### config.mk
export PLATFORM = sky130hd
export DESIGN_NAME = instr_encoder_if
export DESIGN_NICKNAME = d
export VERILOG_FILES = /design/src/rtl/instr_encoder_if.sv
export SDC_FILE = /design/constraint.sdc
export NUM_CORES = 1
export LEC_CHECK = 0
export ABC_AREA = 1
export BUFFER_PORTS_ARGS = -buffer_cell sky130_fd_sc_hd__buf_2
export CAP_MARGIN = 40
export CORE_MARGIN = 4
export CORE_UTILIZATION = 40
export CTS_CLUSTER_SIZE = 12
export DETAILED_ROUTE_END_ITERATION = 8
export PLACE_DENSITY_LB_ADDON = 0.1
export SLEW_MARGIN = 20
export SYNTH_ARGS = -nofsm -noshare
export SYNTH_HDL_FRONTEND = slang
export SYNTH_SLANG_ARGS = --single-unit
### constraint.sdc
create_clock -name clk -period 4.7 [get_ports clk]
set_input_delay 0.705 -clock clk [delete_from_list [all_inputs] [get_ports clk]]
set_output_delay 0.705 -clock clk [all_outputs]
set_load 0.01 [all_outputs]
### src/rtl/instr_encoder_if.sv
// Instruction encoder and issue buffer: packs loader commands into ID-stage
// instruction words, queues them in a small FIFO and issues them in order.
module instr_encoder_if #(
    parameter int ARQ   = 32,
    parameter int DEPTH = 4
) (
    input  logic           clk,
    input  logic           rst,
    input  logic           cmd_valid,
    output logic           cmd_ready,
    input  logic [2:0]     cmd_op,
    input  logic [23:0]    cmd_imm,
    output logic           instr_valid,
    input  logic           instr_ready,
    output logic [ARQ-3:0] instr,
    output logic           illegal_op,
    output logic [15:0]    issued_cnt
);

    localparam int IW = ARQ - 2;
    localparam int AW = $clog2(DEPTH);
    localparam int CW = AW + 1;

    localparam logic [3:0] OPC_NOP  = 4'b0101;
    localparam logic [2:0] OP_SETN  = 3'd2;
    localparam logic [2:0] OP_LAST  = 3'd5;

    logic [IW-1:0] mem [DEPTH];
    logic [AW-1:0] wr_ptr;
    logic [AW-1:0] rd_ptr;
    logic [CW-1:0] count;
    logic          full;
    logic          empty;
    logic          push;
    logic          pop;
    logic          op_illegal;
    logic [IW-1:0] enc_word;
    logic [IW-1:0] nop_word;

    assign nop_word = {OPC_NOP, {(IW-4){1'b0}}};

    assign full        = (count == CW'(DEPTH));
    assign empty       = (count == '0);
    assign cmd_ready   = !full;
    assign instr_valid = !empty;
    assign push        = cmd_valid && !full;
    assign pop         = !empty && instr_ready;

    // Output is the stored head entry; an empty queue shows the NOP word.
    assign instr = empty ? nop_word : mem[rd_ptr];

    // Encode the incoming command; illegal opcodes become NOP and raise a flag.
    always_comb begin
        enc_word   = '0;
        op_illegal = 1'b0;
        if (cmd_op > OP_LAST) begin
            enc_word[IW-1 -: 4] = OPC_NOP;
            op_illegal          = 1'b1;
        end else begin
            enc_word[IW-1 -: 4] = {1'b0, cmd_op};
            if (cmd_op == OP_SETN) begin
                enc_word[23:0] = cmd_imm;
            end
        end
    end

    // FIFO pointers and occupancy; simultaneous push and pop leave count unchanged.
    always_ff @(posedge clk or negedge rst) begin
        if (!rst) begin
            wr_ptr <= '0;
            rd_ptr <= '0;
            count  <= '0;
        end else begin
            if (push) begin
                wr_ptr <= wr_ptr + AW'(1);
            end
            if (pop) begin
                rd_ptr <= rd_ptr + AW'(1);
            end
            case ({push, pop})
                2'b10:   count <= count + CW'(1);
                2'b01:   count <= count - CW'(1);
                default: count <= count;
            endcase
        end
    end

    // FIFO storage, written with the encoded word on each accepted command.
    always_ff @(posedge clk or negedge rst) begin
        if (!rst) begin
            for (int unsigned i = 0; i < DEPTH; i++) begin
                mem[i] <= '0;
            end
        end else if (push) begin
            mem[wr_ptr] <= enc_word;
        end
    end

    // Sticky illegal-opcode flag and wrapping count of issued words.
    always_ff @(posedge clk or negedge rst) begin
        if (!rst) begin
            illegal_op <= 1'b0;
            issued_cnt <= '0;
        end else begin
            if (push && op_illegal) begin
                illegal_op <= 1'b1;
            end
            if (pop) begin
                issued_cnt <= issued_cnt + 16'd1;
            end
        end
    end

endmodule

# Yosys cells after proc, flatten, opt, wreduce, memory -nomap -nowiden

Index checks and enable logic that the tools add are counted.

Bits in registers: 144
Bits in latches: 0
RAM bits: 0
Memory bits (read-only): 0
Output and inout bits: 49
Word-level logic and storage cells: 44
Memories: 0

Add/sub/neg operators: 5
$mul: 0
Divide/modulo/power cells: 0
Magnitude comparators: 4
Equal/unequal tests: 4
Shifts and indexed selects: 0
Mux-type cells: 12
Bitwise logic cells: 2
Reductions and logical operators: 8

Operator list:

| cell                                                                          | number |
|---|---|
| 120-bit bitwise mux                                                           | 1 |
| 30-bit two-way mux                                                            | 4 |
| 30-bit binary-select mux with 2-bit select                                    | 1 |
| 30-bit demux with 2-bit select                                                | 1 |
| 24-bit two-way mux                                                            | 2 |
| 16-bit by 1-bit adder with 16-bit output (second input constant)              | 1 |
| 3-bit >= comparator (second input constant)                                   | 2 |
| 2-bit inverter with 3-bit output                                              | 2 |
| 3-bit one-hot mux with 2 select lines                                         | 1 |
| 2-bit by 1-bit adder with 2-bit output (second input constant)                | 2 |
| 1-bit logical AND                                                             | 4 |
| 3-bit by 1-bit adder with 3-bit output (second input constant)                | 1 |
| 3-bit by 2-bit equality test with 1-bit output (second input constant)        | 1 |
| 3-bit equality test (second input constant)                                   | 1 |
| 3-bit > comparator (second input constant)                                    | 1 |
| 3-bit logical NOT                                                             | 1 |
| 3-bit by 1-bit less-than comparator with 1-bit output (second input constant) | 1 |
| 3-bit two-way mux                                                             | 1 |
| 3-bit by 1-bit subtractor with 3-bit output (second input constant)           | 1 |
| 2-bit by 1-bit equality test with 1-bit output (second input constant)        | 1 |
| 2-bit equality test (second input constant)                                   | 1 |
| 1-bit logical NOT                                                             | 2 |
| 2-bit nonzero test                                                            | 1 |
| 1-bit two-way mux                                                             | 1 |

# Logic depth before layout (Yosys ltp)

Gate-level depths: netlist of the first run.

Depth in word-level cells: 6
Depth in mapped cells: 11

# Least setup slack after synthesis of the first run

OpenSTA, ideal clock, no wires.

Kind: input to register
Start: input port instr_ready
End: register count[2]
Arrival time: 1.886 ns
Required time: 4.569 ns
Setup slack: 2.684 ns
Stages: 9
Cell sequence: nand2_4 > inv_2 > buf_6 > ha_1 > inv_1 > fa_1 > a21oi_1 > o21ai_0 > xor2_1

Cells in the longest elaborated chain, start to end: 3
Elaborated cells on any way between the ends: 5
Those cells by class: 2 x eq/ne; 1 x mux; 2 x reduce/logical

Ends and longest elaborated chain:

| what                                                                                  | line | RTL |
|---|---|---|
| start, declared                                                                       | 14   | `input logic instr_ready,` |
| 1-bit logical AND *                                                                   | 47   | `assign pop = !empty && instr_ready;` |
| net pop                                                                               | 35   | `logic pop;` |
| 2-bit by 1-bit equality test with 1-bit output or 2-bit equality test (tied branches) | 80   | `case ({push, pop})` |
| 3-bit one-hot mux with 2 select lines or 2-bit nonzero test (tied branches)           | --   |  |
| end signal, assigned                                                                  | 81   | `2'b10: count <= count + CW'(1);` |
| end signal, assigned                                                                  | 82   | `2'b01: count <= count - CW'(1);` |
| end signal, assigned                                                                  | 83   | `default: count <= count;` |
| end, declared                                                                         | 31   | `logic [CW-1:0] count;` |

Mark *: on every way through the listed nets, which the timed path passes. The rest lies on a longest branch.
A chain may end at the register's enable or synchronous reset.

# Final worst setup path of the first run

Start: register rd_ptr[0]
End: output port instr[27]

Cells in the longest elaborated chain, start to end: 5

Ends and longest elaborated chain:

| what                                                   | line | RTL |
|---|---|---|
| start, declared                                        | 30   | `logic [AW-1:0] rd_ptr;` |
| start signal, assigned                                 | 78   | `rd_ptr <= rd_ptr + AW'(1);` |
| 2-bit inverter with 3-bit output (not written as such) | 50   | `assign instr = empty ? nop_word : mem[rd_ptr];` |
| 30-bit binary-select mux with 2-bit select             | 50   |  |
| 30-bit two-way mux (not written as such) (2 in series) | 50   |  |
| 30-bit two-way mux                                     | 50   |  |
| end, declared                                          | 15   | `output logic [ARQ-3:0] instr,` |

No other way between the ends. The select of a mux whose other input is x is not followed.

==> metrics.yaml, run 1 <==
worst_setup_path:
  critical_path_class: "reg2out"
  critPathMaxFanout: 54
  timing.critical_path.required_ps: 3990
  reg2reg_setup_slack_ps: 2520
  worst-endpoint-arrival_ps: 2250
  timing.critical_path.to_type: "primary output"
  critPathLaunchType: "flop"
sta:
  setup_violations: 0
  fmaxAchievable_mhz: 338
  worst_clock_skew_ps: 9.34
  worst_tran_pin_value_ps: 621
  final_min_period_over_clock_period: 0.630
  timing_hold_violations_final: 0
  timing_max_transition_violations_final: 0
  final_period_minus_worst_setup_slack_ps: 2960
  slew_headroom: 0.586
  setup-tns-final_ps: 0
  setup_repair_after_global_routing_missed_its_margin: "false"
finish:
  finish.instance_area_sq_um: 7510
  area_growth_pct: 13.9
  filler_cell_count: 1629
  antenna_cells: 0
  fraction_of_final_layout_cells_sized_beyond_drive_strength_1: 0.216
  num-nets-final: 852
grt:
  grt_antenna_before_repair: 0
  maximum_number_of_pins_on_one_net_before_global_route_repair: 58
  grt_pass1_wl_um: 27000
  globalRoute.totalOverflow: 0
  grtUsageTotal: 0.184
  first_global_vias: 5255
synthesis:
  ys_seq_elements: 132
  synth_enable_flop_cells: 0
  syn_avg_cell_area_sq_um: 8.73
  async_flop_share: 1.00
  post-synth-top-count-cell: "sky130_fd_sc_hd__nand2_1"
  synth.lib_cells_used.distinct: 35
  yosys_most_used_dff: "sky130_fd_sc_hd__dfrtp_1"
  yosys-top-cells-count: "183 x sky130_fd_sc_hd__nand2_1, 132 x sky130_fd_sc_hd__dfrtp_1, 117 x sky130_fd_sc_hd__nor2_1"
  yosys_warnings: 0
  syn-instance-count: 756
  yosys-top-cells-area: "sky130_fd_sc_hd__dfrtp_1 50%, sky130_fd_sc_hd__nand2_1 10%, sky130_fd_sc_hd__nor2_1 6.7%"
  synth_area_sq_um: 6600
  area_share_of_the_leading_cell_type_in_the_synthesized_netlist: 0.501
  yosys.area.top_type: "sky130_fd_sc_hd__dfrtp_1"
  share_of_the_yosys_chip_area_belonging_to_registers: 0.501
route:
  route.detailed.vias_per_inst: 4.95
  finalWirelength_um: 16100
  drc: 0
  dr.first_iter.drc_count: 305
  drtPass1Iterations: 5
  antenna_violating_nets_post_route: 0
  num_vias: 5163
  wire_per_inst_um: 15.4
floorplan:
  core-area_sq_um: 16000
  std_cell_rows: 46
  ios: 80
  die_h_um: 136
  floorplan.die_area_sq_um: 18600
  die-width_um: 136
  initial_utilization: 0.412
min_path:
  hp-class: "in2async"
power_and_ir_drop:
  finalPower_w: 0.00486
  leak_pwr_nw: 3.49
  worst_ir_drop_vdd_mv: 0.314
  power.density_cell_area_nw_per_um2: 647
run:
  max_cap_viol_count: 0
placement:
  portBuffers: 76
  dp_hpwl_um: 9860
  gp_congestion: 0.814
  placement.cell_area_sq_um: 6960
clock_tree:
  clk_root_buffer_cell: "sky130_fd_sc_hd__clkbuf_16"
  clkLatencyLatePin_ps: 420
  cts_sinks: 132
  tritoncts: "yes"
  postCtsSetupRepairBufs: 0
  number_of_cts_inserted_buffers: 17
  worst_setup_hold_path_clk_slew_ps: 50
  cts-hold-fix-buffers: 0
  cts.htree.levels: 4
  post_cts_resized: 0
  max_clock_buf_depth: 2
run_status:
  status: "completed"
[critical path: stages (launching register included)]
cell,delay [ps]
sky130_fd_sc_hd__dfrtp_2,340
sky130_fd_sc_hd__buf_4,500
sky130_fd_sc_hd__inv_2,250
sky130_fd_sc_hd__buf_12,250
sky130_fd_sc_hd__a21oi_1,120
sky130_fd_sc_hd__o21ai_0,80
sky130_fd_sc_hd__a21oi_1,140
sky130_fd_sc_hd__buf_2,160
[path summary, 6_finish.rpt]
| check | startpoint | to | cells past startpoint |
|---|---|---|---|
| min | rst | mem[23]$_DFFE_PN0P_ | 1 |
| min in group clk | illegal_op$_DFFE_PN0P_ | illegal_op$_DFFE_PN0P_ | 1 |
| max in group asynchronous | rst | mem[5]$_DFFE_PN0P_ | 2 |
| max | rd_ptr[0]$_DFFE_PN0P_ | instr[27] | 7 |
| max reg2reg | count[2]$_DFFE_PN0P_ | count[2]$_DFFE_PN0P_ | 10 |
| min reg2reg | illegal_op$_DFFE_PN0P_ | illegal_op$_DFFE_PN0P_ | 1 |
[kinds of logic (layout without fill, tap and decap cells)]
family / count (synthesis) / count (layout) / synth area share
AND/OR/NAND/NOR: 332 / 332 / 0.217
AO/OA/AOI/OAI: 197 / 197 / 0.179
flip-flops: 132 / 132 / 0.501
buffers and inverters: 76 / 145 / 0.0743
XOR/XNOR: 11 / 11 / 0.0146
adder cells (fa/ha/maj): 7 / 7 / 0.0144
other: 1 / 3 / 0.000568
[area by class of cell]
| cell class | instances | area, sq um | share of cell area |
|---|---|---|---|
| Multi-Input combinational cell | 550 | 2810 | 0.374 |
| Inverter | 31 | 129 | 0.0172 |
| Timing Repair Buffer | 82 | 460 | 0.0613 |
| Clock inverter | 4 | 20.0 | 0.00266 |
| Sequential cell | 132 | 3300 | 0.440 |
| Tap cell | 216 | 270 | 0.0360 |
| Clock buffer | 28 | 517 | 0.0688 |
[registers in the layout (all words and copies together), names as in the netlist]
name,flops
mem,108
illegal_op,1
rd_ptr,2
issued_cnt,16
count,3
wr_ptr,2
[through the flow]
| stage | hold slack, ps | instances | util | setup slack (ps) |
|---|---|---|---|---|
| final | 287 | 1043 | 0.470 | 1740 |
| after global routing | 320 | 1043 | 0.470 | 1490 |
| after CTS | 289 | 1042 | 0.468 | 1400 |
| after global placement | 454 | 1009 | 0.433 | 1910 |
| after floorplan | 409 | 758 | - | 2680 |
| after detailed placement | 461 | 1010 | 0.435 | 1860 |
[routing by layer]
metal / wire length [um] / global-route usage / vias to the layer above
met5: 0 / 0 / -
met1: 7600 / 0.256 / 2455
li1: - / - / 2576
met4: 193 / 0.0549 / 0
met2: 7430 / 0.287 / 117
met3: 829 / 0.0448 / 15
[where the power goes]
group	internal (W)	total (W)	switching [W]	leakage, nW
clock	0.000741	0.00121	0.000472	0.268
combinational	0.000698	0.00196	0.00126	1.45
sequential	0.00148	0.00169	0.000203	1.77
total	0.00292	0.00486	0.00193	3.49
[cells in the final DEF, fill, tap and decap left out, types with 2 or more instances in the layout]
| master | count |
|---|---|
| sky130_fd_sc_hd__inv_2 | 4 |
| sky130_fd_sc_hd__nand4_1 | 5 |
| sky130_fd_sc_hd__nand2_4 | 4 |
| sky130_fd_sc_hd__xnor2_1 | 5 |
| sky130_fd_sc_hd__o21ai_0 | 57 |
| sky130_fd_sc_hd__buf_4 | 5 |
| sky130_fd_sc_hd__nor2_4 | 2 |
| sky130_fd_sc_hd__o21ai_2 | 49 |
| sky130_fd_sc_hd__nand3_1 | 10 |
| sky130_fd_sc_hd__clkbuf_1 | 6 |
| sky130_fd_sc_hd__buf_2 | 75 |
| sky130_fd_sc_hd__o21ai_1 | 56 |
| sky130_fd_sc_hd__nand2_8 | 5 |
| sky130_fd_sc_hd__a21oi_1 | 32 |
| sky130_fd_sc_hd__ha_1 | 6 |
| sky130_fd_sc_hd__conb_1 | 3 |
| sky130_fd_sc_hd__nor2_1 | 117 |
| sky130_fd_sc_hd__a21oi_2 | 2 |
| sky130_fd_sc_hd__clkbuf_16 | 17 |
| sky130_fd_sc_hd__clkinv_2 | 4 |
| sky130_fd_sc_hd__xor2_1 | 6 |
| sky130_fd_sc_hd__dfrtp_1 | 131 |
| sky130_fd_sc_hd__clkbuf_8 | 5 |
| sky130_fd_sc_hd__inv_1 | 25 |
| sky130_fd_sc_hd__nand2_1 | 183 |
Power figures use the tool's default switching activity.
==> inputs of run 2 (changes only) <==
==> constraint.sdc (replaced) <==
create_clock -name clk -period 2.95 [get_ports clk]
set_input_delay 0.4425 -clock clk [delete_from_list [all_inputs] [get_ports clk]]
set_output_delay 0.4425 -clock clk [all_outputs]
set_load 0.01 [all_outputs]
==> run 2 against run 1 <==
Effect of this change:
- first-iteration DRC count decreased by 3.9%
- core utilization about the same
- sequential power increased by 60%
- clock-buffer cell count decreased by 3
- die area unchanged
- combinational power increased by 57%
- hold slack got worse by 170 ps
- global-route usage decreased by 0.23 points
- design area about the same
- clock power increased by 64%
- non-clock buffer count increased by 2
- critical path type unchanged
- largest power group unchanged
==> metrics.yaml, run 2 (synthesized netlist as in run 1, its figures left out) <==
run_status:
  status: "completed"
clock_tree:
  cts.htree.levels: 4  # unchanged
  cts_sinks: 132  # unchanged
  clkLatencyLatePin_ps: 420  # about the same
  number_of_cts_inserted_buffers: 17  # unchanged
  post_cts_resized: 0  # unchanged
  worst_setup_hold_path_clk_slew_ps: 50  # about the same
  max_clock_buf_depth: 2  # unchanged
  cts-hold-fix-buffers: 0  # unchanged
  tritoncts: "yes"
  postCtsSetupRepairBufs: 0  # unchanged
  clk_root_buffer_cell: "sky130_fd_sc_hd__clkbuf_16"
finish:
  area_growth_pct: 13.9  # about the same
  filler_cell_count: 1627  # -0.12%
  sequential_cell_area_sq_um: 3300  # unchanged
  final_standard_cell_count_with_taps_included_and_fillers_excluded: 1043  # unchanged
  top_regs: "mem x108, issued_cnt x16, count x3"
  num-nets-final: 854  # +0.23%
  registers.top_by_ff_count: "mem"
  final_common_cell: "sky130_fd_sc_hd__nand2_1"
  largest_register_ffs: 108  # unchanged
  layout_common_cells: "183 x sky130_fd_sc_hd__nand2_1, 131 x sky130_fd_sc_hd__dfrtp_1, 117 x sky130_fd_sc_hd__nor2_1, 75 x sky130_fd_sc_hd__buf_2, 57 x sky130_fd_sc_hd__o21ai_0"
  multi_input_area_sq_um: 2810  # unchanged
  fraction_of_final_layout_cells_sized_beyond_drive_strength_1: 0.219  # +0.00242
  antenna_cells: 0  # unchanged
run:
  max_cap_viol_count: 0  # unchanged
worst_setup_path:
  rr_startpoint: "count[2]$_DFFE_PN0P_"
  timing.critical_path.to_type: "primary output"
  critical_path_class: "reg2out"
  timing.critical_path.from: "rd_ptr[0]$_DFFE_PN0P_"
  worst-endpoint-arrival_ps: 1990  # -260 ps
  reg2regPathDepth: 10  # unchanged
  critPathMaxFanout: 27  # -50%
  critPathLaunchType: "flop"
  timing.critical_path.required_ps: 2510  # -1480 ps
  critical_path.reg2reg.endpoint: "count[2]$_DFFE_PN0P_"
  reg2reg_setup_slack_ps: 740  # -1780 ps
floorplan:
  die-width_um: 136  # unchanged
  ios: 80  # unchanged
  initial_utilization: 0.412  # unchanged
  floorplan.die_area_sq_um: 18600  # unchanged
  core-area_sq_um: 16000  # unchanged
  std_cell_rows: 46  # unchanged
  die_h_um: 136  # unchanged
sta:
  slew_headroom: 0.495  # -0.0915
  timing_max_transition_violations_final: 0  # unchanged
  setup-tns-final_ps: 0  # unchanged
  setup_violations: 0  # unchanged
  setup_repair_after_global_routing_missed_its_margin: "false"
  timing_hold_violations_final: 0  # unchanged
  final_min_period_over_clock_period: 0.825
  final_period_minus_worst_setup_slack_ps: 2430
  worst_tran_pin_value_ps: 758  # +137 ps
  worst_clock_skew_ps: 4.46  # -4.88 ps
  fmaxAchievable_mhz: 411
route:
  wire_per_inst_um: 15.2  # -1.2%
  antenna_violating_nets_post_route: 0  # unchanged
  drc: 0  # unchanged
  finalWirelength_um: 15900  # -1.2%
  num_vias: 5222  # +1.1%
  drtPass1Iterations: 4  # -1
  dr.first_iter.drc_count: 293  # -3.9%
  route.detailed.vias_per_inst: 5.01  # +1.1%
grt:
  first_global_vias: 5135  # -2.3%
  grt_antenna_before_repair: 0  # unchanged
  globalRoute.totalOverflow: 0  # unchanged
  grt_pass1_wl_um: 26300  # -2.5%
  maximum_number_of_pins_on_one_net_before_global_route_repair: 133  # +130%
  grtUsageTotal: 0.182  # -0.00234
placement:
  dp_hpwl_um: 9650  # -2.1%
  gp_congestion: 0.756  # -7.1%
  placedCellCount: 1013  # +0.30%
  portBuffers: 76  # unchanged
power_and_ir_drop:
  worst_ir_drop_vdd_mv: 0.470  # +50%
  leak_pwr_nw: 3.50  # +0.19%
  power.density_cell_area_nw_per_um2: 1030  # +60%
min_path:
  hp-class: "in2async"
## run 2: cell types whose count changed in the layout (fill, tap and decap cells not counted)
cell	delta
sky130_fd_sc_hd__buf_16	-1
sky130_fd_sc_hd__clkbuf_1	-2
sky130_fd_sc_hd__clkbuf_8	-1
sky130_fd_sc_hd__bufinv_16	+1
sky130_fd_sc_hd__buf_4	+3
## run 2: report_power, final
group / switching [W] / total, W / internal, W
combinational: 0.00199 / 0.00308 / 0.00109
clock: 0.000747 / 0.00198 / 0.00123
sequential: 0.000341 / 0.00271 / 0.00236
total: 0.00308 / 0.00777 / 0.00469
## run 2: through the flow
| step | instance area, sq um | hold WS, ps | worst slack, ps | utilization | total power (W) |
|---|---|---|---|---|---|
| after floorplan | 6610 | 147 | 1040 | - | 0.00501 |
| after global placement | 6970 | 455 | 894 | 0.436 | 0.00580 |
| after detailed placement | 6970 | 458 | 760 | 0.436 | 0.00586 |
| after CTS | 7520 | 184 | 496 | 0.470 | 0.00788 |
| after global routing | 7520 | 193 | 353 | 0.470 | 0.00837 |
| final | 7520 | 116 | 516 | 0.470 | 0.00777 |
## run 2: layer usage
metal,vias up,GRT usage,wire length [um]
met4,0,0.0638,284
met3,23,0.0455,774
met2,123,0.286,7310
met1,2492,0.245,7490
met5,-,0,0
li1,2584,-,-
## run 2: worst max-delay path, cell delays in order, from the launching register on
cell	delay (ps)
sky130_fd_sc_hd__dfrtp_2	400
sky130_fd_sc_hd__inv_2	350
sky130_fd_sc_hd__buf_4	290
sky130_fd_sc_hd__o21ai_0	110
sky130_fd_sc_hd__a21oi_1	230
sky130_fd_sc_hd__buf_2	180
## run 2: layout make-up
class                      count  share of cell area
clock buffer                  25              0.0659
clock inverter                 5             0.00666
inverter                      31              0.0171
multi-input combinational    550               0.374
sequential                   132               0.440
tap                          216              0.0360
timing repair buffer          84              0.0606
## run 2: worst max path at each step
| stage | to | slack, ps | depth (start not counted) |
|---|---|---|---|
| 6_report | instr[14] | 520 | 5 |
| 5_1_grt | instr[11] | 350 | 6 |
| 4_1_cts | instr[14] | 500 | 5 |
| 3_5_place_dp | count[2]$_DFFE_PN0P_ | 760 | 10 |
| 3_3_place_gp | count[2]$_DFFE_PN0P_ | 890 | 10 |
| 2_1_floorplan | count[2]$_DFFE_PN0P_ | 1040 | 11 |
==> inputs of run 3 (changes only) <==
--- a/config.mk
+++ b/config.mk
@@ -5,7 +5,7 @@
 export SDC_FILE = /design/constraint.sdc
 export NUM_CORES = 1
 export LEC_CHECK = 0
-export ABC_AREA = 1
+export ABC_AREA = 0
 export BUFFER_PORTS_ARGS = -buffer_cell sky130_fd_sc_hd__buf_2
 export CAP_MARGIN = 40
 export CORE_MARGIN = 4
==> constraint.sdc (replaced) <==
create_clock -name clk -period 2 [get_ports clk]
set_input_delay 0.3 -clock clk [delete_from_list [all_inputs] [get_ports clk]]
set_output_delay 0.3 -clock clk [all_outputs]
set_load 0.01 [all_outputs]
==> run 3 against run 2 <==
Effect of this change:
- the run now ends with negative setup slack left
- wire length fell by 16%
- register-to-register slack got worse by 670 ps
- critical path depth unchanged
- die area is 8.6% lower
- design area increased by 0.40%
==> metrics.yaml, run 3 <==
synthesis:
  syn_avg_cell_area_sq_um: 11.1  # +27%
  share_of_the_yosys_chip_area_belonging_to_registers: 0.551  # +0.0503
  ys_seq_elements: 132  # unchanged
  syn-instance-count: 540  # -29%
  synth.lib_cells_used.distinct: 36  # +2.9%
  yosys_warnings: 0  # unchanged
  synth_area_sq_um: 6000  # -9.1%
  area_share_of_the_leading_cell_type_in_the_synthesized_netlist: 0.551  # +0.0503
  yosys_most_used_dff: "sky130_fd_sc_hd__dfrtp_1"
  yosys-top-cells-area: "sky130_fd_sc_hd__dfrtp_1 55%, sky130_fd_sc_hd__mux4_2 10%, sky130_fd_sc_hd__nand2_1 8.7%"
  synth_enable_flop_cells: 0  # unchanged
  post-synth-top-count-cell: "sky130_fd_sc_hd__nand2_1"
  yosys-top-cells-count: "139 x sky130_fd_sc_hd__nand2_1, 132 x sky130_fd_sc_hd__dfrtp_1, 84 x sky130_fd_sc_hd__o21ai_0"
  async_flop_share: 1.00  # unchanged
  yosys.area.top_type: "sky130_fd_sc_hd__dfrtp_1"
worst_setup_path:
  reg2regPathDepth: 8  # -2
  reg2reg_setup_slack_ps: 70  # -670 ps
  critical_path_class: "reg2out"
  path_cells: "buf_12 > buf_12 > mux4_2 > and2b_1 > buf_2"
  rr_startpoint: "count[1]$_DFFE_PN0P_"
  critPathLaunchType: "flop"
  timing.critical_path.required_ps: 1700  # -810 ps
  worst-endpoint-arrival_ps: 1900  # -90 ps
  highest_delay_cell_along_the_critical_path: "sky130_fd_sc_hd__mux4_2"
  timing.critical_path.to_type: "primary output"
  critPathMaxFanout: 7  # -74%
  critical_path.reg2reg.endpoint: "count[2]$_DFFE_PN0P_"
  critical-path-max-stage-delay_ps: 490  # +90 ps
  worst_path_most_repeated_cell: "sky130_fd_sc_hd__buf_12"
finish:
  finish.instance_area_sq_um: 7550  # +0.40%
  area_growth_pct: 25.9
  num-nets-final: 672  # -21%
  sequential_cell_area_sq_um: 3310  # about the same
  final_common_cell: "sky130_fd_sc_hd__nand2_1"
  antenna_cells: 0  # unchanged
  multi_input_area_sq_um: 2510  # -11%
  top_regs: "mem x108, issued_cnt x16, count x3"
  filler_cell_count: 1302  # -20%
  registers.top_by_ff_count: "mem"
  layout_common_cells: "138 x sky130_fd_sc_hd__nand2_1, 130 x sky130_fd_sc_hd__dfrtp_1, 84 x sky130_fd_sc_hd__o21ai_0, 69 x sky130_fd_sc_hd__buf_2, 27 x sky130_fd_sc_hd__mux4_2"
  fraction_of_final_layout_cells_sized_beyond_drive_strength_1: 0.291  # +0.0717
  largest_register_ffs: 108  # unchanged
floorplan:
  core-area_sq_um: 14600  # -8.8%
  std_cell_rows: 44  # -4.3%
  die-width_um: 130  # -4.4%
  initial_utilization: 0.411  # -0.00144
  ios: 80  # unchanged
  floorplan.die_area_sq_um: 17000  # -8.6%
  die_h_um: 130  # -4.4%
sta:
  worst_clock_skew_ps: 12.2  # +7.77 ps
  final_period_minus_worst_setup_slack_ps: 2200
  fin_ws_ps: -202  # -718 ps
  final.hold.worst_slack_ps: 181  # +65.7 ps
  timing_hold_violations_final: 0  # unchanged
  final_min_period_over_clock_period: 1.10
  setup_repair_after_global_routing_missed_its_margin: "true"
  timing_max_transition_violations_final: 0  # unchanged
  fmaxAchievable_mhz: 454
  setup_violations: 27  # +27
grt:
  maximum_number_of_pins_on_one_net_before_global_route_repair: 56  # -58%
  first_global_vias: 4311  # -16%
  globalRoute.totalOverflow: 0  # unchanged
  grtUsageTotal: 0.170  # -0.0113
  grt_pass1_wl_um: 22300  # -15%
  grt_antenna_before_repair: 0  # unchanged
placement:
  gp_congestion: 0.767  # +1.5%
  placement.cell_area_sq_um: 6740  # -3.4%
  dp_hpwl_um: 8720  # -9.6%
  portBuffers: 76  # unchanged
clock_tree:
  worst_setup_hold_path_clk_slew_ps: 60  # about the same
  clk_root_buffer_cell: "sky130_fd_sc_hd__clkbuf_16"
  tritoncts: "yes"
  cts_sinks: 132  # unchanged
  cts.htree.levels: 4  # unchanged
  clkLatencyLatePin_ps: 420  # about the same
  max_clock_buf_depth: 2  # unchanged
  number_of_cts_inserted_buffers: 17  # unchanged
power_and_ir_drop:
  worst_ir_drop_vdd_mv: 0.738  # +57%
  power.density_cell_area_nw_per_um2: 1520  # +47%
  leak_pwr_nw: 3.51  # +0.28%
  finalPower_w: 0.0115  # +48%
run:
  max_cap_viol_count: 0  # unchanged
route:
  drc: 0  # unchanged
  route.detailed.vias_per_inst: 4.98  # -0.54%
  num_vias: 4138  # -21%
  wire_per_inst_um: 16.1  # +5.6%
  dr.first_iter.drc_count: 148  # -49%
  finalWirelength_um: 13300  # -16%
  antenna_violating_nets_post_route: 0  # unchanged
  drtPass1Iterations: 4  # unchanged
run_status:
  status: "complete, but fails checks"
  violated_checks: "negative setup slack"
min_path:
  hp-class: "in2reg"
  hold_path_depth: 2
  worst_hold_path.endpoint: "illegal_op$_DFFE_PN0P_"
  hold_start: "cmd_op[1]"
## run 3: changes by cell type after synthesis, moves of 9 or more
cell / before / now
sky130_fd_sc_hd__and2b_1: 0 / 21
sky130_fd_sc_hd__o21ai_2: 49 / 0
sky130_fd_sc_hd__buf_4: 4 / 20
sky130_fd_sc_hd__o21ai_1: 56 / 20
sky130_fd_sc_hd__xnor2_1: 5 / 14
sky130_fd_sc_hd__o21ai_0: 57 / 84
sky130_fd_sc_hd__inv_1: 25 / 8
sky130_fd_sc_hd__mux4_2: 0 / 27
sky130_fd_sc_hd__nor2_1: 117 / 6
sky130_fd_sc_hd__nand2_1: 183 / 139
sky130_fd_sc_hd__a21oi_1: 32 / 1
sky130_fd_sc_hd__buf_6: 20 / 0
## run 3: what timing repair did
item,CTS,global route
endpoints found under the setup margin,27,28
hold buffers,1,0
gates cloned,0,0
hold endpoints to repair,25,0
buffers inserted,3,2
resized for setup,15,5
pin swaps,0,1
## run 3: worst max path at each step
stage | endpoint | start | slack, ps
finish | instr[2] | rd_ptr[0]$_DFFE_PN0P_ | -200
global placement | count[2]$_DFFE_PN0P_ | count[1]$_DFFE_PN0P_ | 100
global route | instr[17] | rd_ptr[0]$_DFFE_PN0P_ | -270
detailed placement | count[2]$_DFFE_PN0P_ | count[1]$_DFFE_PN0P_ | 30
floorplan | count[2]$_DFFE_PN0P_ | count[0]$_DFFE_PN0P_ | -10
CTS | instr[2] | rd_ptr[0]$_DFFE_PN0P_ | -230
## run 3: routing by layer
layer	GRT usage	share of wire	vias to the layer above
met2	0.271	0.48	61
met5	0	0	-
met3	0.0427	0.033	10
met1	0.233	0.47	2045
met4	0.0526	0.0099	0
li1	-	-	2022
## run 3: logic make-up after synthesis
logic type	after synthesis	synth area share
AND/OR/NAND/NOR	196	0.155
flip-flops	132	0.551
AO/OA/AOI/OAI	107	0.0929
buffers and inverters	43	0.0417
multiplexers	33	0.112
XOR/XNOR	21	0.0307
adder cells (fa/ha/maj)	7	0.0159
other	1	0.000625
## run 3: area by class of cell
type | instances | share of cell area
clock inverter | 13 | 0.0305
tap | 184 | 0.0305
inverter | 8 | 0.00398
clock buffer | 19 | 0.0587
multi-input combinational | 367 | 0.333
sequential | 132 | 0.438
timing repair buffer | 108 | 0.105
## run 3: power breakdown
part	switching, W	leakage, nW	total (W)	internal (W)
Sequential	0.000501	1.77	0.00399	0.00349
Combinational	0.00194	1.43	0.00397	0.00203
Clock	0.00117	0.307	0.00353	0.00237
## run 3: critical path: cells and delay by family (launching register included)
kind          cells  cell delay (ps)
buf+inv           3              420
flops             1              390
simple gates      1              180
mux               1              490
## run 3: metrics by stage
step / TNS (ps) / util / instances / worst slack, ps
6_report: -4300 / 0.517 / 831 / -202
5_1_grt: -6210 / 0.517 / 831 / -270
4_1_cts: -4980 / 0.514 / 829 / -232
3_5_place_dp: 0 / 0.462 / 793 / 28.4
2_1_floorplan: -12.4 / - / 542 / -12.4
3_3_place_gp: 0 / 0.462 / 793 / 102
